--- config.mk ---
export PLATFORM = sky130hd
export DESIGN_NAME = sys_bus_master
export DESIGN_NICKNAME = d
export VERILOG_FILES = /design/src/rtl/sys_bus_master.sv
export SDC_FILE = /design/constraint.sdc
export NUM_CORES = 1
export LEC_CHECK = 0
export BUFFER_PORTS_ARGS = -buffer_cell sky130_fd_sc_hd__buf_4
export CORE_AREA = 2 2 101 103
export CTS_CLUSTER_DIAMETER = 200
export CTS_CLUSTER_SIZE = 14
export DETAILED_ROUTE_END_ITERATION = 10
export DIE_AREA = 0 0 103 105
export GPL_ROUTABILITY_DRIVEN = 0
export HOLD_SLACK_MARGIN = 0.06
export PLACE_DENSITY = 0.87
export SLEW_MARGIN = 20
export SYNTH_ARGS = -nofsm -noshare
export SYNTH_HDL_FRONTEND = slang
export SYNTH_SLANG_ARGS = --single-unit
--- constraint.sdc ---
create_clock -name pclk -period 2.5 [get_ports pclk]
set_input_delay 0.5 -clock pclk [delete_from_list [all_inputs] [get_ports pclk]]
set_output_delay 0.5 -clock pclk [all_outputs]
set_load 0.02 [all_outputs]
--- src/rtl/sys_bus_master.sv ---
// Request-to-peripheral-bus master: one outstanding load/store, lane strobes, data replication and load extension.
// Latency: accept -> SETUP -> ACCESS (1+ cycles) -> one-cycle response; no response backpressure.
// Optional ACCESS timeout abort when SYS_BUS_TIMEOUT_EN is defined.
module sys_bus_master #(
    parameter int ADDR_WIDTH     = 32,
    parameter int DATA_WIDTH     = 32,
    parameter int TIMEOUT_CYCLES = 255
) (
    input  logic                    pclk,
    input  logic                    rst,
    input  logic                    req_valid,
    output logic                    req_ready,
    input  logic                    req_write,
    input  logic [1:0]              req_size,
    input  logic                    req_unsigned,
    input  logic [ADDR_WIDTH-1:0]   req_addr,
    input  logic [DATA_WIDTH-1:0]   req_wdata,
    output logic                    rsp_valid,
    output logic [DATA_WIDTH-1:0]   rsp_rdata,
    output logic                    rsp_err,
    output logic [ADDR_WIDTH-1:0]   paddr,
    output logic [DATA_WIDTH-1:0]   pdata,
    input  logic [DATA_WIDTH-1:0]   prdata,
    output logic                    psel,
    output logic                    penable,
    output logic                    pwrite,
    output logic [DATA_WIDTH/8-1:0] pstb,
    input  logic                    pready,
    input  logic                    perr
);
    localparam int NB = DATA_WIDTH / 8;

    typedef enum logic [1:0] {IDLE, SETUP, ACCESS, RESP} state_t;

    state_t                  state, state_nxt;
    logic                    r_write;
    logic [1:0]              r_size;
    logic                    r_uns;
    logic [ADDR_WIDTH-1:0]   r_addr;
    logic [DATA_WIDTH-1:0]   r_wdata;
    logic                    bad_req;
    logic                    accept;
    logic                    tmo;
    logic [NB-1:0]           lanes;
    logic [DATA_WIDTH-1:0]   shifted;
    logic [DATA_WIDTH-1:0]   ld_ext;

    assign accept  = (state == IDLE) && req_valid;
    assign bad_req = (req_size == 2'd3) ||
                     ((req_size == 2'd1) && req_addr[0]) ||
                     ((req_size == 2'd2) && (req_addr[1:0] != 2'b00));

`ifdef SYS_BUS_TIMEOUT_EN
    localparam int CW = $clog2(TIMEOUT_CYCLES + 1);
    logic [CW-1:0] cnt;

    // cnt holds the number of ACCESS cycles already elapsed, so the abort fires on the last allowed one
    assign tmo = (state == ACCESS) && (cnt == CW'(TIMEOUT_CYCLES - 1));

    always_ff @(posedge pclk) begin
        if (rst)                   cnt <= '0;
        else if (state == SETUP)   cnt <= '0;
        else if (state == ACCESS)  cnt <= cnt + 1'b1;
    end
`else
    // No counter in this build; the parameter only shapes the interface
    assign tmo = 1'b0 & (TIMEOUT_CYCLES != 0);
`endif

    always_comb begin
        state_nxt = state;
        case (state)
            IDLE:    if (req_valid) state_nxt = bad_req ? RESP : SETUP;
            SETUP:   state_nxt = ACCESS;
            ACCESS:  if (pready || tmo) state_nxt = RESP;
            RESP:    state_nxt = IDLE;
            default: state_nxt = IDLE;
        endcase
    end

    always_comb begin
        lanes = '1;
        case (r_size)
            2'd0:    lanes = NB'(1) << r_addr[1:0];
            2'd1:    lanes = NB'(3) << r_addr[1:0];
            default: lanes = '1;
        endcase
    end

    always_comb begin
        pdata = r_wdata;
        case (r_size)
            2'd0:    pdata = {NB{r_wdata[7:0]}};
            2'd1:    pdata = {(NB/2){r_wdata[15:0]}};
            default: pdata = r_wdata;
        endcase
    end

    assign shifted = prdata >> {r_addr[1:0], 3'b000};

    always_comb begin
        ld_ext = shifted;
        case (r_size)
            2'd0:    ld_ext = r_uns ? {{(DATA_WIDTH-8){1'b0}}, shifted[7:0]}
                                    : {{(DATA_WIDTH-8){shifted[7]}}, shifted[7:0]};
            2'd1:    ld_ext = r_uns ? {{(DATA_WIDTH-16){1'b0}}, shifted[15:0]}
                                    : {{(DATA_WIDTH-16){shifted[15]}}, shifted[15:0]};
            default: ld_ext = shifted;
        endcase
    end

    assign req_ready = (state == IDLE);
    assign rsp_valid = (state == RESP);
    assign psel      = (state == SETUP) || (state == ACCESS);
    assign penable   = (state == ACCESS);
    assign pwrite    = psel && r_write;
    assign pstb      = psel ? lanes : '0;
    assign paddr     = r_addr;

    always_ff @(posedge pclk) begin
        if (rst) begin
            state     <= IDLE;
            r_write   <= 1'b0;
            r_size    <= 2'd0;
            r_uns     <= 1'b0;
            r_addr    <= '0;
            r_wdata   <= '0;
            rsp_rdata <= '0;
            rsp_err   <= 1'b0;
        end else begin
            state <= state_nxt;
            if (accept) begin
                r_write   <= req_write;
                r_size    <= req_size;
                r_uns     <= req_unsigned;
                r_addr    <= req_addr;
                r_wdata   <= req_wdata;
                rsp_err   <= bad_req;
                rsp_rdata <= '0;
            end else if (state == ACCESS && pready) begin
                rsp_err   <= perr;
                rsp_rdata <= (perr || r_write) ? '0 : ld_ext;
            end else if (tmo) begin
                rsp_err   <= 1'b1;
                rsp_rdata <= '0;
            end
        end
    end
endmodule

==> results of run 1 <==
-- registers in the layout, indices dropped and copies added, names as in the netlist --
name	flops
rsp_rdata	32
paddr	32
state	2
r_write	1
r_wdata	32
rsp_err	1
r_uns	1
r_size	2
-- worst max-delay path by stage --
stage               from            end  slack [ps]  cells after the start
2_1_floorplan   paddr[0]        pstb[2]         330                      5
3_3_place_gp    state[0]  rsp_rdata[22]         620                      6
3_5_place_dp    paddr[0]  rsp_rdata[11]         510                      4
4_1_cts        r_size[1]       pdata[8]         250                      5
5_1_grt        r_size[1]      pdata[11]         160                      5
6_report       r_size[1]       pdata[8]         260                      5
-- cell usage in the layout, fill, tap and decap left out, types with 11 or more instances in the layout --
| cell | n |
|---|---|
| buf_4 | 222 |
| dfxtp_1 | 103 |
| a22o_1 | 67 |
| nand2_1 | 29 |
| mux2_2 | 23 |
| mux2i_1 | 19 |
| nor2_1 | 16 |
| o21ai_0 | 11 |
| nor3_1 | 11 |
| clkbuf_8 | 11 |
-- worst max-delay path: stages, from the launching register on --
cell and delay (ps):
dfxtp_1 330, buf_4 200, nor2_1 140, buf_4 200, mux2_2 350, buf_4 160
-- layer usage --
layer,vias up,GRT usage [%],routed length [um]
met1,1970,26.7,5020
met5,-,0,0
met4,0,9.59,297
met3,27,5.48,983
li1,1929,-,-
met2,183,40.6,6690
-- cell families after synthesis --
| kind of cell | Yosys count |
|---|---|
| mux | 50 |
| flops | 103 |
| fa+ha+maj | 4 |
| compound gates | 135 |
| simple gates | 71 |
| buf+inv | 47 |
-- power by group --
part	leakage (nW)	internal [mW]	total, mW	switching [mW]
Combinational	1.95	1.05	2.30	1.25
Sequential	0.840	1.90	2.09	0.194
Clock	0.0985	0.512	1.05	0.540
-- cell type report --
type	instances	area, sq um
clock inverter	3	42.5
tap	133	166
sequential	103	2060
clock buffer	12	155
multi-input combinational	260	2100
timing repair buffer	224	1710
fill	832	3390
inverter	5	18.8
-- per-stage QoR --
stage | hold slack [ps] | utilization [%]
floorplan | 443 | -
global placement | 444 | 62.8
detailed placement | 453 | 62.8
CTS | 323 | 64.9
global route | 327 | 64.9
finish | 341 | 64.9
==> flow_summary.yaml, run 1 <==
status:
  status: "finished clean"
floorplan:
  fp.coreArea_sq_um: 9640
  std_cell_rows: 36
  chipHeight_um: 105
  initial_utilization_pct: 45.4
  dieArea_sq_um: 10800
  io_pins: 211
  dieWidth_um: 103
clock_tree:
  path_clk_slew_ps: 90
  h-tree-depth: 3
  clock_latency_ps: 360
  numCtsBuffers: 9
  post_cts_buffers: 0
  cts_resized: 0
  clock_sinks: 103
  cts_tree: "yes"
  root_buffer: "clkbuf_8"
  clock_path_buffers: 2
  hold_buffers: 0
placement:
  placed_cell_area_sq_um: 6050
  place_hpwl_um: 9900
  dp.cells: 725
  port_buffers: 210
  place_ws_ps: 513
cells_and_area:
  finalNonFillerCells: 740
  drive_above_1_share_pct: 45.3
  num_antenna_cells: 0
  nets: 712
  final_area_sq_um: 6250
  areaGrowthSynthToFinish_pct: 42.9
hold_path:
  min_from: "req_wdata[4]"
  hp-class: "input port to flop"
  min_to: "r_wdata[4]"
  hold_depth: 2
synthesis:
  yosysWarnings: 0
  synth_xor_xnor_area_share_pct: 0
  syn_avg_cell_area_sq_um: 10.7
  yosys.cell_types.count: 39
  yosys.area_share.simple_pct: 7.49
  synth_seq_area_share_pct: 47.1
  yosysMostFrequentCell: "dfxtp_1"
  syn_nets: 519
  ys_ff_latch: 103
  synth_commonest_cells: "dfxtp_1, a22o_1, nand2_1"
  muxShareOfSynthArea_pct: 14.4
  synth_area_leaders: "dfxtp_1, a22o_1, mux2_2"
  yosysTopAreaCell: "dfxtp_1"
  synthAdderAreaFrac_pct: 1.14
  synthesis.area_sq_um: 4370
  async_flop_share_pct: 0
  synth_top_family_by_area: "compound AO/OA/AOI/OAI gates"
  synth_edf_count: 0
  synthFlopType: "dfxtp_1"
  synth_compound_area_share_pct: 24.5
  post-synth-top-area-fraction_pct: 47.1
  synthCells: 410
grt:
  grt_pass1_vias: 4023
  grt_max_degree: 39
  grt_pass1_wl_um: 19800
  overflow: 0
  grt.total_usage_pct: 23.3
  antenna_found_initial: 0
timing:
  period_share_pct: 89.6
  hold_viol: 0
  worst_pin_slew_ps: 888
  rsz0062_at_grt: "false"
  fin_ws_ps: 261
  fmax_ghz: 0.447
  setup_tns_ps: 0
  fin_worst_skew_ps: 8.82
  fin_crit_ps: 2240
  slew_headroom_pct: 40.4
  setup_viol: 0
  slew_viol_final: 0
pwr:
  finalPower_mw: 5.45
  powerDensity_nw_per_um2: 871
  ir_drop_mv: 0.469
  p_leak_nw: 2.89
drt:
  ant_nets: 0
  wl_um: 13000
  first_pass_iters: 4
  drt-initial-drc-count: 153
  post_drt_wl_per_cell_um: 17.6
  vias: 4109
  drc: 0
  vias_per_cell: 5.55
critical_path:
  timing.rr.start: "r_size[1]"
  path_class: "flop to primary output"
  arrival_ps: 1740
  reg2regPathDepth: 6
  end_kind: "primary output"
  r2r-end: "rsp_rdata[11]"
  cp-start-kind: "flop"
  critPathMaxFanout: 17
  required_ps: 2000
  ff2ff_setup_slack_ps: 410
flow_run:
  maxCapViolCount: 0
(Power assumes the default switching activity.)
==> run 2: changes to the inputs <==
==> constraint.sdc (replaced) <==
create_clock -name pclk -period 2.5 [get_ports pclk]
set_input_delay 0.125 -clock pclk [delete_from_list [all_inputs] [get_ports pclk]]
set_output_delay 0.125 -clock pclk [all_outputs]
set_load 0.02 [all_outputs]
==> flow_summary.yaml, run 2 (synthesis results as in run 1) <==
clock_tree:
  root_buffer: "clkbuf_8"
  cts_resized: 0
  numCtsBuffers: 9
  clock_latency_ps: 370
  path_clk_slew_ps: 110
  post_cts_buffers: 0
  cts_tree: "yes"
  clock_path_buffers: 2
  clock_sinks: 103
  h-tree-depth: 3
cells_and_area:
  drive_above_1_share_pct: 40.1
  areaGrowthSynthToFinish_pct: 60.4
  layout_commonest_cell: "buf_4"
  post-route-util_pct: 72.8
  seqCellArea_sq_um: 2060
  fillers: 681
  finalNonFillerCells: 818
  final_area_sq_um: 7020
  nets: 788
  multi_input_area_sq_um: 2100
  mostFrequentLayoutCells: "buf_4, dfxtp_1, dlygate4sd3_1"
critical_path:
  end_kind: "flop"
  arrival_ps: 2390
  cp-start-kind: "flop"
  required_ps: 2820
  critPathMaxFanout: 10
  path_class: "flop to flop"
pwr:
  share_comb_of_total_power_pct: 43.1
  p_leak_nw: 3.21
  p_int_mw: 3.48
  power_switching_mw: 2.11
  pwr-share-clk_pct: 19.3
  ir_drop_mv: 0.452
  seqPwrFrac_pct: 37.5
  powerDensity_nw_per_um2: 796
  swShare_pct: 37.7
drt:
  vias: 4507
  first_pass_iters: 4
  wl_um: 15000
  ant_nets: 0
  drt-initial-drc-count: 169
  post_drt_wl_per_cell_um: 18.4
  drc: 0
  vias_per_cell: 5.51
grt:
  grt_max_degree: 38
  grt_pass1_vias: 4582
  overflow: 0
  grt.total_usage_pct: 27.0
  antenna_found_initial: 0
  grt_pass1_wl_um: 22900
floorplan:
  dieWidth_um: 103
  io_pins: 211
  dieArea_sq_um: 10800
  fp.coreArea_sq_um: 9640
  chipHeight_um: 105
  initial_utilization_pct: 45.4
  std_cell_rows: 36
hold_path:
  hp-class: "input port to flop"
timing:
  rsz0062_at_grt: "false"
  fmax_ghz: 0.482
  worst_pin_slew_ps: 724
  setup_viol: 0
  setup_tns_ps: 0
  slew_viol_final: 0
  period_share_pct: 82.9
  fin_crit_ps: 2070
  slew_headroom_pct: 51.4
  hold_viol: 0
  finalHoldWorstSlack_ps: 74.4
  fin_worst_skew_ps: 9.37
status:
  status: "finished clean"
placement:
  port_buffers: 210
  dp.cells: 722
  placed_cell_area_sq_um: 6020
  place_hpwl_um: 9560
flow_run:
  maxCapViolCount: 0
==> run 2: changes by cell type in the layout (fill, tap and decap cells not counted), sizes merged, moves of 2 or more <==
cell         previous run  this run
clkinv                  1         3
dlygate4sd3             0        79
inv                     5         8
buf                   224       221
clkbuf                 12         9
==> run 2: worst max-delay path, stage by stage, from the launching register on <==
cell and delay (ps):
dfxtp_1 340, inv_1 120, ha_1 280, and4bb_2 410
and2_1 410, o21a_2 310, a211o_1 150
==> run 2: power by group through the flow <==
stage	Sequential [mW]	Clock [mW]	Combinational, mW
finish	2.10	1.08	2.41
global route	2.12	1.16	2.56
CTS	2.08	1.09	2.39
detailed placement	2.12	0	2.28
global placement	2.11	0	2.23
floorplan	2.22	0	1.29
==> run 2: area by class of cell <==
type / count / share of cell area, %
antenna: 1 / 0.0357
multi-input combinational: 260 / 29.9
timing repair buffer: 300 / 35.1
tap: 133 / 2.37
sequential: 103 / 29.4
inverter: 5 / 0.268
clock inverter: 7 / 1.12
clock buffer: 9 / 1.77
==> run 2: per-stage QoR <==
stage          power, mW  setup slack [ps]
2_1_floorplan       3.51               537
3_3_place_gp        4.34               601
3_5_place_dp        4.39               517
4_1_cts             5.56               457
5_1_grt             5.85               296
6_report            5.59               427
==> run 2: worst paths after layout <==
check / start / endpoint / slack [ps] / depth (start not counted)
worst max-delay path: state[0] / rsp_rdata[22] / 430 / 6
worst min-delay path: prdata[19] / rsp_rdata[11] / 70 / 3
worst max register to register: state[0] / rsp_rdata[22] / 430 / 6
worst min register to register: rsp_rdata[12] / rsp_rdata[12] / 470 / 2
==> run 2: what timing repair did <==
action	in CTS	in global routing
hold buffers	79	0
endpoints found under the hold margin	80	0
endpoints found under the setup margin	0	0
==> run 2: layer usage <==
layer	wire length (um)	GRT usage [%]	up-vias
li1	-	-	2083
met3	1070	6.15	61
met5	0	0	-
met4	635	13.9	0
met1	5560	29.8	2143
met2	7740	47.3	220
